## src/rtl/lane_word2byte_tx.sv

```systemverilog
// ---------------------------------------------------------------------------
// lane_word2byte_tx
//   Per-lane word-to-byte serializer for the TX path. It accepts one lane
//   word through a valid/ready handshake and emits one byte per clk_4f,
//   sending the most significant byte first. When no word is available it
//   fills the byte slot with IDLE_SYM, so the line coder never stalls. Each
//   time the lane is activated, it sends a SYNC_LEN-symbol training
//   preamble before any data.
//
// Ports
//   clk_4f     : byte-rate clock (4x word rate)
//   reset      : synchronous, active-high
//   active     : lane enable; 0 = lane quiescent
//   valid_in   : data_in holds a word
//   data_in    : lane word
//   ready_out  : block can take a word this cycle (decoded from registers)
//   data_out   : byte to line coder (registered)
//   valid_out  : data_out is a data byte (registered)
//   k_out      : data_out is the IDLE_SYM control symbol (registered)
//   words_sent : count of fully transmitted words, wraps (registered)
// ---------------------------------------------------------------------------
module lane_word2byte_tx #(
  parameter int                 WORD_W   = 32,
  parameter int                 BYTE_W   = 8,
  parameter logic [BYTE_W-1:0]  IDLE_SYM = 8'hBC,
  parameter int                 SYNC_LEN = 4
) (
  input  logic              clk_4f,
  input  logic              reset,
  input  logic              active,
  input  logic              valid_in,
  input  logic [WORD_W-1:0] data_in,
  output logic              ready_out,
  output logic [BYTE_W-1:0] data_out,
  output logic              valid_out,
  output logic              k_out,
  output logic [15:0]       words_sent
);

  typedef enum logic [1:0] {
    ST_OFF  = 2'd0,
    ST_SYNC = 2'd1,
    ST_RUN  = 2'd2
  } state_t;

  state_t              state_r, state_nxt_s;
  logic [3:0]          sync_cnt_r, sync_cnt_nxt_s;
  logic [WORD_W-1:0]   hold_r, hold_nxt_s;
  logic                hold_full_r, hold_full_nxt_s;
  logic [WORD_W-1:0]   shift_r, shift_nxt_s;
  logic [1:0]          byte_cnt_r, byte_cnt_nxt_s;
  logic [BYTE_W-1:0]   data_nxt_s;
  logic                valid_nxt_s;
  logic                k_nxt_s;
  logic [15:0]         words_nxt_s;
  logic                accept_s;
  logic [BYTE_W-1:0]   shift_byte_s;

  // Handshake decode: only registered state feeds ready_out.
  assign ready_out = (state_r != ST_OFF) && !hold_full_r;
  assign accept_s  = valid_in && ready_out;

  // Byte byte_cnt_r of the shifter, byte 0 being the top byte.
  assign shift_byte_s = shift_r[WORD_W-1-(int'(byte_cnt_r)*BYTE_W) -: BYTE_W];

  // Next-state, storage and output decode for the lane FSM.
  always_comb begin
    state_nxt_s     = state_r;
    sync_cnt_nxt_s  = sync_cnt_r;
    hold_nxt_s      = hold_r;
    hold_full_nxt_s = hold_full_r;
    shift_nxt_s     = shift_r;
    byte_cnt_nxt_s  = byte_cnt_r;
    data_nxt_s      = {BYTE_W{1'b0}};
    valid_nxt_s     = 1'b0;
    k_nxt_s         = 1'b0;
    words_nxt_s     = words_sent;

    if (!active) begin
      // Lane drop: discard everything in flight, the count is left alone.
      state_nxt_s     = ST_OFF;
      sync_cnt_nxt_s  = 4'd0;
      hold_full_nxt_s = 1'b0;
      byte_cnt_nxt_s  = 2'd0;
    end else begin
      case (state_r)
        ST_OFF: begin
          state_nxt_s    = ST_SYNC;
          sync_cnt_nxt_s = 4'd0;
        end

        ST_SYNC: begin
          data_nxt_s = IDLE_SYM;
          k_nxt_s    = 1'b1;
          if (accept_s) begin
            hold_nxt_s      = data_in;
            hold_full_nxt_s = 1'b1;
          end else begin
            hold_nxt_s = hold_r;
          end
          if (sync_cnt_r == 4'(SYNC_LEN - 1)) begin
            state_nxt_s = ST_RUN;
          end else begin
            sync_cnt_nxt_s = sync_cnt_r + 4'd1;
          end
        end

        ST_RUN: begin
          if (accept_s) begin
            hold_nxt_s      = data_in;
            hold_full_nxt_s = 1'b1;
          end else begin
            hold_nxt_s = hold_r;
          end

          if (byte_cnt_r != 2'd0) begin
            data_nxt_s     = shift_byte_s;
            valid_nxt_s    = 1'b1;
            byte_cnt_nxt_s = byte_cnt_r + 2'd1;
            if (byte_cnt_r == 2'd3) begin
              words_nxt_s = words_sent + 16'd1;
            end else begin
              words_nxt_s = words_sent;
            end
          end else if (hold_full_r) begin
            // Byte 0 leaves straight from hold, so the shifter starts at 1.
            data_nxt_s      = hold_r[WORD_W-1 -: BYTE_W];
            valid_nxt_s     = 1'b1;
            shift_nxt_s     = hold_r;
            byte_cnt_nxt_s  = 2'd1;
            hold_full_nxt_s = accept_s;
          end else begin
            data_nxt_s = IDLE_SYM;
            k_nxt_s    = 1'b1;
          end
        end

        default: begin
          state_nxt_s     = ST_OFF;
          hold_full_nxt_s = 1'b0;
          byte_cnt_nxt_s  = 2'd0;
        end
      endcase
    end
  end

  // State, storage and registered outputs; reset wins over everything.
  always_ff @(posedge clk_4f) begin
    if (reset) begin
      state_r     <= ST_OFF;
      sync_cnt_r  <= 4'd0;
      hold_r      <= {WORD_W{1'b0}};
      hold_full_r <= 1'b0;
      shift_r     <= {WORD_W{1'b0}};
      byte_cnt_r  <= 2'd0;
      data_out    <= {BYTE_W{1'b0}};
      valid_out   <= 1'b0;
      k_out       <= 1'b0;
      words_sent  <= 16'd0;
    end else begin
      state_r     <= state_nxt_s;
      sync_cnt_r  <= sync_cnt_nxt_s;
      hold_r      <= hold_nxt_s;
      hold_full_r <= hold_full_nxt_s;
      shift_r     <= shift_nxt_s;
      byte_cnt_r  <= byte_cnt_nxt_s;
      data_out    <= data_nxt_s;
      valid_out   <= valid_nxt_s;
      k_out       <= k_nxt_s;
      words_sent  <= words_nxt_s;
    end
  end

endmodule

```

## config.mk

```make
export PLATFORM = sky130hd
export DESIGN_NAME = lane_word2byte_tx
export DESIGN_NICKNAME = d
export VERILOG_FILES = /design/src/rtl/lane_word2byte_tx.sv
export SDC_FILE = /design/constraint.sdc
export NUM_CORES = 1
export LEC_CHECK = 0
export ABC_AREA = 1
export CAP_MARGIN = 5
export CORE_MARGIN = 2
export CORE_UTILIZATION = 53
export DETAILED_ROUTE_END_ITERATION = 16
export GPL_TIMING_DRIVEN = 0
export HOLD_SLACK_MARGIN = 0.03
export PLACE_DENSITY = 0.81
export SLEW_MARGIN = 20
export SYNTH_ARGS = -nofsm -noshare
export SYNTH_HDL_FRONTEND = slang
export SYNTH_SLANG_ARGS = --single-unit
export TNS_END_PERCENT = 1
```

## constraint.sdc

```tcl
create_clock -name clk_4f -period 3.8 [get_ports clk_4f]
set_clock_uncertainty 0.05 [all_clocks]
set_input_delay 0.57 -clock clk_4f [delete_from_list [all_inputs] [get_ports clk_4f]]
set_output_delay 0.57 -clock clk_4f [all_outputs]
set_load 0.02 [all_outputs]
```

==> insert_results.sql <==
INSERT INTO impl_metrics (metric_group, metric, value, unit) VALUES
('outcome', 'run_status', 'finished clean', ''),
('worst_setup_path', 'cp_startpoint', 'state_r[0]', ''),
('worst_setup_path', 'r2r_setup_slack', '1450', 'ps'),
('synth', 'synthesis.area_per_instance', '7.632', 'um2'),
('finish', 'multi_input_area', '0.001707', 'mm2'),
('synth', 'proportion_of_register_bits_with_asynchronous_set_or_reset_after_synthesis', '0', '%'),
('cts', 'clock_insertion_delay_worst_skew', '370', 'ps'),
('detailed_routing', 'drtAntennaViolNets', '0', ''),
('sta', 'final_max_slew_viols', '0', ''),
('worst_setup_path', 'worst_reg_to_reg_path_cell_count', '11', ''),
('detailed_routing', 'routed_wl', '9563', 'um'),
('synth', 'synth_area_leaders', 'dfxtp_1 (49%), a21oi_1 (11%), o21ai_0 (11%), inv_1 (5.6%), nand2_1 (5.2%)', ''),
('synth', 'synthAdderAreaFrac', '2.165', '%'),
('grt', 'global_route.usage.total', '23.70', '%'),
('place', 'gpl_wtd_cong', '0.8609', ''),
('synth', 'combinational_family_with_the_most_area_after_synthesis', 'compound AO/OA/AOI/OAI gates', ''),
('sta', 'setup-tns-final', '0', 'ps'),
('finish', 'antenna_cells_inserted', '0', ''),
('finish', 'post_route_cells_drive_above_1_share', '6.260', '%'),
('worst_setup_path', 'critical_register_to_register_path_startpoint', 'byte_cnt_r[0]', ''),
('cts', 'cts-buffers-inserted', '9', ''),
('finish', 'nFillCells', '612', ''),
('grt', 'maximum_number_of_pins_on_one_net_before_global_route_repair', '17', ''),
('place', 'count_of_input_and_output_buffers', '61', ''),
('synth', 'synth.mux.area_fraction', '0', '%'),
('detailed_routing', 'drt-wirelength-per-cell', '13.55', 'um'),
('power', 'power_per_cell_area', '378.3', 'mW/mm2'),
('cts', 'clk_pin_slew', '90', 'ps'),
('detailed_routing', 'drc_errors', '0', ''),
('die', 'boundaryPins', '63', ''),
('sta', 'final_min_period_over_clock_period', '64.75', '%'),
('finish', 'layout-area-overhead-vs-synth', '23.54', '%'),
('sta', 'rsz0062_at_grt', 'no', ''),
('synth', 'synth_most_common_cell', 'dfxtp_1', ''),
('synth', 'synth_sequential_area_ratio', '48.99', '%'),
('finish', 'seq_area', '0.001982', 'mm2'),
('cts', 'tritoncts', 'done', ''),
('sta', 'report.final.setup_viol', '0', ''),
('finish', 'fin_nets', '645', ''),
('worst_setup_path', 'setup.worst_path.end', 'ready_out', ''),
('synth', 'leading_register_cell_type_out_of_synthesis', 'dfxtp_1', ''),
('cts', 'cts.repair.resized', '0', ''),
('worst_setup_path', 'cp_max_fo', '5', ''),
('die', 'dieArea', '0.008348', 'mm2'),
('die', 'rows', '31', ''),
('sta', 'final_hold_fails', '0', ''),
('sta', 'period_needed', '2460', 'ps'),
('die', 'initial_core_util', '55.18', '%'),
('synth', 'synthCells', '530', ''),
('detailed_routing', 'via_per_inst', '5.373', ''),
('synth', 'synthSimpleGateAreaFrac', '15.84', '%'),
('grt', 'grt_remaining_overflow', '0', ''),
('cts', 'cts-htree-levels', '3', ''),
('job', 'number_of_max_cap_violations', '0', ''),
('die', 'design.core.area', '0.007331', 'mm2'),
('sta', 'slew_headroom', '69.28', '%'),
('detailed_routing', 'route.vias.total', '3793', ''),
('synth', 'synthXorXnorAreaFrac', '0.4330', '%'),
('sta', 'final.hold.worst_slack', '407.0', 'ps'),
('synth', 'synth_edf_count', '0', ''),
('synth', 'ys.warnings.count', '0', ''),
('worst_setup_path', 'timing.setup.critical_path_class', 'reg2out', ''),
('grt', 'number_of_antenna_violations_at_the_first_check_in_global_routing', '0', ''),
('cts', 'cts_sinks', '99', ''),
('synth', 'synthDistinctLibCells', '28', ''),
('power', 'p_leak', '1.863', 'nW'),
('place', 'hpwl', '6960', 'um'),
('sta', 'fmax', '406.4', 'MHz'),
('worst_setup_path', 'timing.critical_path.to_type', 'output port', ''),
('worst_setup_path', 'timing.rr.end', 'byte_cnt_r[0]', ''),
('detailed_routing', 'dr.first_iter.drc_count', '207', '');
kinds of logic (layout without fill, tap and decap cells):
logic type	after synthesis	after routing
buffers and inverters	89	166
and+or+nand+nor	146	146
AOI/OAI and AO/OA	187	187
DFF	99	99
xor gates and xnor gates	2	2
adders and majority gates	7	7
registers in the layout, indices dropped and copies added, names as in the netlist:
register and flops:
byte_cnt_r 2, data_out 8, hold_full_r 1, hold_r 32, k_out 1, shift_r 32
state_r 2, sync_cnt_r 4, valid_out 1, words_sent 16
critical path: stages (launching register included):
cell             delay (ps)
dfxtp_1                 350
inv_1                    80
ha_1                    270
nor2_2                  160
clkdlybuf4s50_1         620
metal layers:
layer	part of all wire (%)	global-route usage, %	wire (um)	vias to the layer above
met3	5.0	4.813	482	27
met1	44	28.27	4207	1756
met2	48	40.62	4607	115
met5	0	0	0	-
met4	2.8	11.49	265	0
li1	-	-	-	1895
layout make-up:
class | count | area share [%]
buffer | 26 | 2.404
inverter | 63 | 4.732
multi-input combinational | 342 | 34.15
clock inverter | 6 | 1.803
clock buffer | 10 | 2.554
sequential | 99 | 39.66
tap | 99 | 2.479
timing repair buffer | 61 | 12.22
placed cells by master, fill, tap and decap left out:
| cell | instances |
|---|---|
| bufinv_16 | 2 |
| xor2_1 | 1 |
| clkinv_4 | 2 |
| a31oi_1 | 1 |
| dfxtp_1 | 99 |
| clkdlybuf4s50_1 | 61 |
| nor2_2 | 1 |
| nand4_2 | 1 |
| nor2_1 | 52 |
| o21a_1 | 2 |
| nand2_1 | 56 |
| nor3_1 | 3 |
| clkinv_2 | 1 |
| o21ai_0 | 85 |
| clkbuf_1 | 13 |
| clkbuf_2 | 2 |
| nand2_2 | 1 |
| o22ai_1 | 3 |
| ha_1 | 7 |
| a211oi_1 | 3 |
| nand4_1 | 3 |
| a22oi_1 | 2 |
| clkinvlp_4 | 1 |
| buf_4 | 2 |
| buf_2 | 10 |
| clkbuf_8 | 9 |
| o211ai_1 | 1 |
| nand3_1 | 24 |
| xnor2_1 | 1 |
| a21oi_1 | 90 |
| inv_2 | 1 |
| nor2_4 | 5 |
| inv_1 | 60 |
| clkinv_1 | 2 |
through the flow:
step	instances	worst slack [ps]	util [%]	total power (W)	instance area, um2
3_3_place_gp	690	1454	65.20	0.001173	4780
4_1_cts	706	1331	68.17	0.001893	4997
2_1_floorplan	530	1887	-	0.001121	4045
5_1_grt	706	1222	68.17	0.001952	4997
3_5_place_dp	690	1411	65.20	0.001175	4780
6_report	706	1340	68.17	0.001890	4997
power breakdown:
| group | leakage (nW) | switching, W | internal, W |
|---|---|---|---|
| logic | 0.959 | 0.0000566 | 0.0000519 |
| clock network | 0.106 | 0.000366 | 0.000372 |
| registers | 0.798 | 0.00000231 | 0.00104 |
worst min path at each step:
stage | startpoint | endpoint | slack, ps | depth (start not counted)
after floorplan | hold_r[15] | shift_r[15] | 380 | 2
after global placement | hold_r[18] | hold_r[18] | 390 | 2
after detailed placement | hold_r[22] | shift_r[22] | 400 | 2
after CTS | hold_r[16] | shift_r[16] | 410 | 2
after global routing | hold_r[16] | hold_r[16] | 420 | 2
final | hold_r[22] | hold_r[22] | 410 | 2
No activity file was read; power rests on OpenSTA's default activity.
